## config.mk

```make
export PLATFORM = sky130hd
export DESIGN_NAME = lsu_ld_sched_flat
export DESIGN_NICKNAME = d
export VERILOG_FILES = /design/src/rtl/lsu_ld_sched_if.sv /design/src/rtl/lsu_ld_sched.sv /design/src/flat_wrapper.sv
export SDC_FILE = /design/constraint.sdc
export NUM_CORES = 1
export LEC_CHECK = 0
export BUFFER_PORTS_ARGS = -buffer_cell sky130_fd_sc_hd__clkbuf_2
export CAP_MARGIN = 20
export CORE_MARGIN = 5
export CORE_UTILIZATION = 45
export DETAILED_ROUTE_END_ITERATION = 8
export PLACE_DENSITY = 0.92
export SLEW_MARGIN = 20
export SYNTH_ARGS = -nofsm -noshare
export SYNTH_HDL_FRONTEND = slang
export SYNTH_SLANG_ARGS = --single-unit
```

## constraint.sdc

```tcl
create_clock -name clk -period 3.88 [get_ports clk]
set_input_delay 0.582 -clock clk [delete_from_list [all_inputs] [get_ports clk]]
set_output_delay 0.582 -clock clk [all_outputs]
set_load 0.02 [all_outputs]
```

## src/rtl/lsu_ld_sched_if.sv

```systemverilog
// Command, AXI read (AR/R) and SRAM write bundle of the LSU load scheduler.
// The master modport is the scheduler's view; slave is its environment.
interface lsu_ld_sched_if #(
    parameter int ADDR_W  = 10,
    parameter int SRAM_AW = 12,
    parameter int DATA_W  = 64
);
    logic               cmd_vld;
    logic               cmd_rdy;
    logic [ADDR_W-1:0]  cmd_addr;
    logic [7:0]         cmd_num;
    logic [2:0]         cmd_len;
    logic [2:0]         cmd_str;
    logic [SRAM_AW-1:0] cmd_sram_addr;

    logic [7:0]         ar_id;
    logic [ADDR_W-1:0]  ar_addr;
    logic [7:0]         ar_len;
    logic [2:0]         ar_size;
    logic [1:0]         ar_burst;
    logic               ar_vld;
    logic               ar_rdy;

    logic [7:0]         r_id;
    logic [DATA_W-1:0]  r_data;
    logic [1:0]         r_resp;
    logic               r_last;
    logic               r_vld;
    logic               r_rdy;

    logic               wr_en;
    logic [SRAM_AW-1:0] wr_addr;
    logic [DATA_W-1:0]  wr_data;

    logic               done;
    logic               err;
    logic [15:0]        perf_cycles;

    modport master (
        input  cmd_vld, cmd_addr, cmd_num, cmd_len, cmd_str, cmd_sram_addr,
        input  ar_rdy, r_id, r_data, r_resp, r_last, r_vld,
        output cmd_rdy, ar_id, ar_addr, ar_len, ar_size, ar_burst, ar_vld,
        output r_rdy, wr_en, wr_addr, wr_data, done, err, perf_cycles
    );

    modport slave (
        output cmd_vld, cmd_addr, cmd_num, cmd_len, cmd_str, cmd_sram_addr,
        output ar_rdy, r_id, r_data, r_resp, r_last, r_vld,
        input  cmd_rdy, ar_id, ar_addr, ar_len, ar_size, ar_burst, ar_vld,
        input  r_rdy, wr_en, wr_addr, wr_data, done, err, perf_cycles
    );
endinterface

```

## src/rtl/lsu_ld_sched.sv

```systemverilog
// LSU load scheduler: splits one load command into strided AXI read bursts and
// steers R beats to sequential SRAM addresses. Optional macro: LSU_LD_SCHED_PERF_EN.
module lsu_ld_sched #(
    parameter int MAX_OUTSTD = 4,
    parameter int ADDR_W     = 10,
    parameter int SRAM_AW    = 12,
    parameter int DATA_W     = 64
) (
    input  logic          clk,
    input  logic          rst,
    lsu_ld_sched_if.master bus
);
    typedef enum logic [1:0] {IDLE, ISSUE, DRAIN, DONE} state_t;

    localparam logic [3:0] LP_MAX = 4'(MAX_OUTSTD);

    state_t             r_state;
    state_t             w_stateNext;
    logic [ADDR_W-1:0]  r_arAddr;
    logic [7:0]         r_issued;
    logic [7:0]         r_num;
    logic [7:0]         r_rBurst;
    logic [2:0]         r_len;
    logic [2:0]         r_str;
    logic [2:0]         r_beat;
    logic [3:0]         r_outstd;
    logic [SRAM_AW-1:0] r_wrAddr;
    logic               r_arVld;
    logic               r_err;

    logic               w_accept;
    logic               w_arHs;
    logic               w_rRdy;
    logic               w_rHs;
    logic               w_rLastHs;
    logic               w_rErr;
    logic               w_lastAr;
    logic [3:0]         w_outstdNext;
    logic [7:0]         w_issuedNext;
    logic [ADDR_W-1:0]  w_step;
    logic [DATA_W-1:0]  w_rData;

    assign w_accept  = (r_state == IDLE) && bus.cmd_vld;
    assign w_arHs    = r_arVld && bus.ar_rdy;
    assign w_rRdy    = (r_state == ISSUE) || (r_state == DRAIN);
    assign w_rHs     = bus.r_vld && w_rRdy;
    assign w_rLastHs = w_rHs && bus.r_last;
    assign w_rData   = bus.r_data;

    // A stray rlast with nothing outstanding is flagged as an error but must not underflow the count.
    assign w_outstdNext = r_outstd + {3'b000, w_arHs}
                        - {3'b000, w_rLastHs && (r_outstd != 4'd0)};
    assign w_issuedNext = r_issued + {7'd0, w_arHs};
    assign w_lastAr     = w_arHs && (w_issuedNext == r_num);
    assign w_step       = ADDR_W'({1'b0, r_str} + 4'd1);
    assign w_rErr       = (bus.r_resp != 2'b00)
                        || (bus.r_last != (r_beat == r_len))
                        || (bus.r_id != r_rBurst);

    always_ff @(posedge clk or posedge rst) begin
        if (rst) begin
            r_state <= IDLE;
        end else begin
            r_state <= w_stateNext;
        end
    end

    always_comb begin
        w_stateNext = r_state;
        case (r_state)
            IDLE:    if (bus.cmd_vld) w_stateNext = (bus.cmd_num == 8'd0) ? DONE : ISSUE;
            ISSUE:   if (w_lastAr) w_stateNext = DRAIN;
            DRAIN:   if (w_outstdNext == 4'd0) w_stateNext = DONE;
            DONE:    w_stateNext = IDLE;
            default: w_stateNext = IDLE;
        endcase
    end

    // ar_vld is registered from next-cycle occupancy, so a slot freed by rlast reopens one cycle later.
    always_ff @(posedge clk or posedge rst) begin
        if (rst) begin
            r_arAddr <= '0;
            r_issued <= '0;
            r_num    <= '0;
            r_rBurst <= '0;
            r_len    <= '0;
            r_str    <= '0;
            r_beat   <= '0;
            r_outstd <= '0;
            r_wrAddr <= '0;
            r_arVld  <= 1'b0;
            r_err    <= 1'b0;
        end else if (w_accept) begin
            r_arAddr <= bus.cmd_addr;
            r_issued <= '0;
            r_num    <= bus.cmd_num;
            r_rBurst <= '0;
            r_len    <= bus.cmd_len;
            r_str    <= bus.cmd_str;
            r_beat   <= '0;
            r_outstd <= '0;
            r_wrAddr <= bus.cmd_sram_addr;
            r_arVld  <= (bus.cmd_num != 8'd0);
            r_err    <= 1'b0;
        end else begin
            if (w_arHs) begin
                r_arAddr <= r_arAddr + w_step;
            end
            r_issued <= w_issuedNext;
            r_outstd <= w_outstdNext;
            r_arVld  <= (r_state == ISSUE) && (w_issuedNext < r_num) && (w_outstdNext < LP_MAX);
            if (w_rHs) begin
                r_wrAddr <= r_wrAddr + SRAM_AW'(1);
                if (bus.r_last) begin
                    r_beat   <= '0;
                    r_rBurst <= r_rBurst + 8'd1;
                end else begin
                    r_beat   <= r_beat + 3'd1;
                end
                if (w_rErr) begin
                    r_err <= 1'b1;
                end
            end
        end
    end

    assign bus.cmd_rdy  = (r_state == IDLE);
    assign bus.ar_id    = r_issued;
    assign bus.ar_addr  = r_arAddr;
    assign bus.ar_len   = {5'b00000, r_len};
    assign bus.ar_size  = 3'd3;
    assign bus.ar_burst = 2'b01;
    assign bus.ar_vld   = r_arVld;
    assign bus.r_rdy    = w_rRdy;
    assign bus.wr_en    = w_rHs;
    assign bus.wr_addr  = r_wrAddr;
    assign bus.wr_data  = w_rData;
    assign bus.done     = (r_state == DONE);
    assign bus.err      = r_err;

`ifdef LSU_LD_SCHED_PERF_EN
    logic [15:0] r_perf;

    always_ff @(posedge clk or posedge rst) begin
        if (rst) begin
            r_perf <= '0;
        end else if (w_accept) begin
            r_perf <= 16'd1;
        end else if ((r_state != IDLE) && (r_perf != 16'hFFFF)) begin
            r_perf <= r_perf + 16'd1;
        end
    end

    assign bus.perf_cycles = r_perf;
`else
    assign bus.perf_cycles = 16'h0;
`endif
endmodule

```

## src/flat_wrapper.sv

```systemverilog
// flat-port wrapper written by rule: the top's interface ports become plain ports
module lsu_ld_sched_flat 
#(
    parameter int MAX_OUTSTD = 4,
    parameter int ADDR_W     = 10,
    parameter int SRAM_AW    = 12,
    parameter int DATA_W     = 64
)
  (clk, rst, bus_cmd_vld, bus_cmd_addr, bus_cmd_num, bus_cmd_len, bus_cmd_str, bus_cmd_sram_addr, bus_ar_rdy, bus_r_id, bus_r_data, bus_r_resp, bus_r_last, bus_r_vld, bus_cmd_rdy, bus_ar_id, bus_ar_addr, bus_ar_len, bus_ar_size, bus_ar_burst, bus_ar_vld, bus_r_rdy, bus_wr_en, bus_wr_addr, bus_wr_data, bus_done, bus_err, bus_perf_cycles);
  lsu_ld_sched_if #(.ADDR_W(ADDR_W), .SRAM_AW(SRAM_AW), .DATA_W(DATA_W)) bus_i ();
  input  logic clk;
  input  logic rst;
  input wire logic [$bits(bus_i.cmd_vld)-1:0] bus_cmd_vld;
  input wire logic [$bits(bus_i.cmd_addr)-1:0] bus_cmd_addr;
  input wire logic [$bits(bus_i.cmd_num)-1:0] bus_cmd_num;
  input wire logic [$bits(bus_i.cmd_len)-1:0] bus_cmd_len;
  input wire logic [$bits(bus_i.cmd_str)-1:0] bus_cmd_str;
  input wire logic [$bits(bus_i.cmd_sram_addr)-1:0] bus_cmd_sram_addr;
  input wire logic [$bits(bus_i.ar_rdy)-1:0] bus_ar_rdy;
  input wire logic [$bits(bus_i.r_id)-1:0] bus_r_id;
  input wire logic [$bits(bus_i.r_data)-1:0] bus_r_data;
  input wire logic [$bits(bus_i.r_resp)-1:0] bus_r_resp;
  input wire logic [$bits(bus_i.r_last)-1:0] bus_r_last;
  input wire logic [$bits(bus_i.r_vld)-1:0] bus_r_vld;
  output wire logic [$bits(bus_i.cmd_rdy)-1:0] bus_cmd_rdy;
  output wire logic [$bits(bus_i.ar_id)-1:0] bus_ar_id;
  output wire logic [$bits(bus_i.ar_addr)-1:0] bus_ar_addr;
  output wire logic [$bits(bus_i.ar_len)-1:0] bus_ar_len;
  output wire logic [$bits(bus_i.ar_size)-1:0] bus_ar_size;
  output wire logic [$bits(bus_i.ar_burst)-1:0] bus_ar_burst;
  output wire logic [$bits(bus_i.ar_vld)-1:0] bus_ar_vld;
  output wire logic [$bits(bus_i.r_rdy)-1:0] bus_r_rdy;
  output wire logic [$bits(bus_i.wr_en)-1:0] bus_wr_en;
  output wire logic [$bits(bus_i.wr_addr)-1:0] bus_wr_addr;
  output wire logic [$bits(bus_i.wr_data)-1:0] bus_wr_data;
  output wire logic [$bits(bus_i.done)-1:0] bus_done;
  output wire logic [$bits(bus_i.err)-1:0] bus_err;
  output wire logic [$bits(bus_i.perf_cycles)-1:0] bus_perf_cycles;
  assign bus_i.cmd_vld = bus_cmd_vld;
  assign bus_i.cmd_addr = bus_cmd_addr;
  assign bus_i.cmd_num = bus_cmd_num;
  assign bus_i.cmd_len = bus_cmd_len;
  assign bus_i.cmd_str = bus_cmd_str;
  assign bus_i.cmd_sram_addr = bus_cmd_sram_addr;
  assign bus_i.ar_rdy = bus_ar_rdy;
  assign bus_i.r_id = bus_r_id;
  assign bus_i.r_data = bus_r_data;
  assign bus_i.r_resp = bus_r_resp;
  assign bus_i.r_last = bus_r_last;
  assign bus_i.r_vld = bus_r_vld;
  assign bus_cmd_rdy = bus_i.cmd_rdy;
  assign bus_ar_id = bus_i.ar_id;
  assign bus_ar_addr = bus_i.ar_addr;
  assign bus_ar_len = bus_i.ar_len;
  assign bus_ar_size = bus_i.ar_size;
  assign bus_ar_burst = bus_i.ar_burst;
  assign bus_ar_vld = bus_i.ar_vld;
  assign bus_r_rdy = bus_i.r_rdy;
  assign bus_wr_en = bus_i.wr_en;
  assign bus_wr_addr = bus_i.wr_addr;
  assign bus_wr_data = bus_i.wr_data;
  assign bus_done = bus_i.done;
  assign bus_err = bus_i.err;
  assign bus_perf_cycles = bus_i.perf_cycles;
  lsu_ld_sched #(.MAX_OUTSTD(MAX_OUTSTD), .ADDR_W(ADDR_W), .SRAM_AW(SRAM_AW), .DATA_W(DATA_W)) u_core (.clk(clk), .rst(rst), .bus(bus_i));
endmodule
```

==> impl_metrics.tcl <==
set metrics [dict create \
    ys_types 45 \
    clk_latency_ns 0.34 \
    tightest_slew_ns 0.854 \
    hpwl_mm 7.98 \
    cts_max_level 3 \
    std_cell_rows 36 \
    cts_setup_buffers 0 \
    synthMuxAreaShare 0.0115 \
    synth_xor_area_frac 0.0783 \
    synthArstFlopShare 1.00 \
    cts_made_buffers 9 \
    synth_area_um2 4360 \
    core-area_um2 9590 \
    worstPathCellList "inv_1 -> ha_1 -> nand3_1 -> a31oi_1 -> ha_1 -> inv_1 -> ha_1 -> fa_1 -> or3_1 -> a211oi_1 -> nor3b_1 -> o31ai_1" \
    crit_required_ns 4.13 \
    synthAdderAreaFrac 0.0866 \
    postSynthCellCount 489 \
    yosysSeqAreaShare 0.361 \
    syn_to_final_growth_pct 4.82 \
    wl_per_cell_um 15.6 \
    drc 0 \
    layout.cells.non_filler 652 \
    pin_count 245 \
    crit_path_frequent_cell "ha_1" \
    ys.warnings.count 0 \
    ant_nets 0 \
    peakVddDrop_mv 0.452 \
    drv_slew 0 \
    finish.utilization 0.477 \
    grt_overflow 0 \
    finalClockSkew_ns 0.00564 \
    end_kind "register" \
    setup_viol 0 \
    crit_type "reg2reg" \
    crit_arrival_ns 3.69 \
    synthSimpleGateAreaFrac 0.176 \
    die_y_um 108 \
    die_area_um2 11800 \
    p_leak_nw 2.32 \
    avgSynthCellArea_um2 8.92 \
    place_inst 636 \
    initial_core_util 0.455 \
    diodes 0 \
    first_pass_iters 4 \
    drt-total-wl_mm 10.2 \
    period_needed_ns 3.44 \
    fillCellCount 919 \
    final_nets 659 \
    power.density_nw_per_um2 776 \
    antenna_found_initial 0 \
    synth_compound_area_frac 0.0975 \
    grtUsageTotal 0.172 \
    grt_max_degree 53 \
    slowest_stage "fa_1" \
    relSlewSlack 0.431 \
    cpPeakStageDelay_ns 0.46 \
    cts_hold_buf 0 \
    die_w_um 108 \
    critPathMaxFanout 7 \
    clockRootBuffer "clkbuf_8" \
    cts_tree "yes" \
    drv_cap 0 \
    timing_hold_violations_final 0 \
    clock-sinks 63 \
    tns_ns 0 \
    synth_edf_count 0 \
    grt_pass1_vias 3360 \
    io_buffers 90 \
    vias 3384 \
    status "completed" \
    globalplace.congestion 0.879 \
    cts.repair.resized 0 \
    min_path_type "in2async" \
    via_per_inst 5.19 \
    mostFrequentLayoutCells "clkbuf_2, dfrtp_1, nand2_1" \
    critPathLaunchType "register" \
    fin_crit_sh 0.887 \
    rsz0062_at_grt "no" \
    clk_pin_slew_worst_paths_ns 0.07 \
    max_freq_ghz 0.290 \
    clock_path_buffers 2 \
    final_common_cell "clkbuf_2" \
    grt_pass1_wl_mm 16.0 \
    r2r_slack_ns 0.44 \
    synth_top_family_by_area "buffers and inverters" \
    drtIter0Drc 235 \
    synth_flop_cell "dfrtp_1" \
    synth-seq-cells 63 \
    drive_above_1_share 0.218 \
]
## kinds of logic (layout without fill, tap and decap cells)
logic type / count (synthesis) / in the layout
flip-flops: 63 / 63
adder cells (fa/ha/maj): 29 / 29
multiplexers: 5 / 5
other: 2 / 26
AO/OA/AOI/OAI: 69 / 69
AND/OR/NAND/NOR: 156 / 156
buffers and inverters: 126 / 132
XOR/XNOR: 39 / 39
## critical path, delay by kind of cell (launching register included)
family	cells	cell delay, ns
flip-flops	1	0.41
buffers and inverters	2	0.17
AO/OA/AOI/OAI	3	0.74
adder cells (fa/ha/maj)	4	1.30
AND/OR/NAND/NOR	3	0.71
## power breakdown
group | switching, mW | internal (mW) | leakage [nW]
clock network | 0.254 | 0.348 | 0.109
registers | 0.255 | 0.915 | 0.800
logic | 1.08 | 0.694 | 1.41
total | 1.59 | 1.96 | 2.32
## synthesized netlist by cell type, types with 6 or more instances
library cell,n,area share
a21oi_1,10,0.011
a31oi_1,6,0.0086
and2_1,12,0.017
and3_1,8,0.011
buf_4,90,0.15
clkbuf_1,6,0.0052
dfrtp_1,63,0.36
ha_1,27,0.077
inv_1,22,0.019
nand2_1,57,0.049
nand3_1,16,0.018
nand4_1,10,0.014
nor2_1,27,0.023
o21ai_0,30,0.034
xnor2_1,20,0.040
xor2_1,19,0.038
## registers in the layout, summed over array words and instances (netlist names)
name,count
u_core.bus.ar_addr,10
u_core.r_outstd,4
u_core.bus.ar_vld,1
u_core.bus.ar_id,8
u_core.r_beat,3
u_core.r_len,3
u_core.bus.wr_addr,12
u_core.r_rBurst,8
u_core.r_str,3
u_core.bus.err,1
u_core.r_num,8
u_core.r_state,2
## stage by stage
stage	setup slack [ns]	hold WS, ns	instance area (µm²)	total power [mW]
4_1_cts	0.485	0.381	4570	3.56
6_report	0.437	0.347	4570	3.55
3_5_place_dp	0.500	0.496	4370	2.94
2_1_floorplan	0.753	0.452	4450	2.52
3_3_place_gp	0.748	0.468	4370	2.83
5_1_grt	0.226	0.429	4570	3.82
## cell type report
cell class,instances,area [µm²],area share
Multi-Input combinational cell,324,2060,0.451
Inverter,23,86.3,0.0189
Clock inverter,3,40.0,0.00875
Timing Repair Buffer,93,473,0.103
Tap cell,133,166,0.0364
Sequential cell,63,1580,0.345
Clock buffer,13,169,0.0369
## routing by layer
| metal | up-vias | track usage | share of wire |
|---|---|---|---|
| met4 | 0 | 0.0640 | 0.022 |
| met3 | 30 | 0.0579 | 0.084 |
| met5 | - | 0 | 0 |
| met2 | 141 | 0.299 | 0.50 |
| li1 | 1589 | - | - |
| met1 | 1624 | 0.195 | 0.39 |
## worst paths after layout
kind                                 endpoint  cells past startpoint               from
min reg2reg                   u_core.r_num[0]                      2    u_core.r_num[0]
min in group clk              u_core.r_len[1]                      3     bus_cmd_len[1]
min                           u_core.r_num[7]                      2                rst
max                         u_core.r_state[0]                     12  u_core.r_state[1]
max in group asynchronous  u_core.r_outstd[2]                      3                rst
max reg2reg                 u_core.r_state[0]                     12  u_core.r_state[1]
Note: power is estimated with default switching activity, not from simulation.
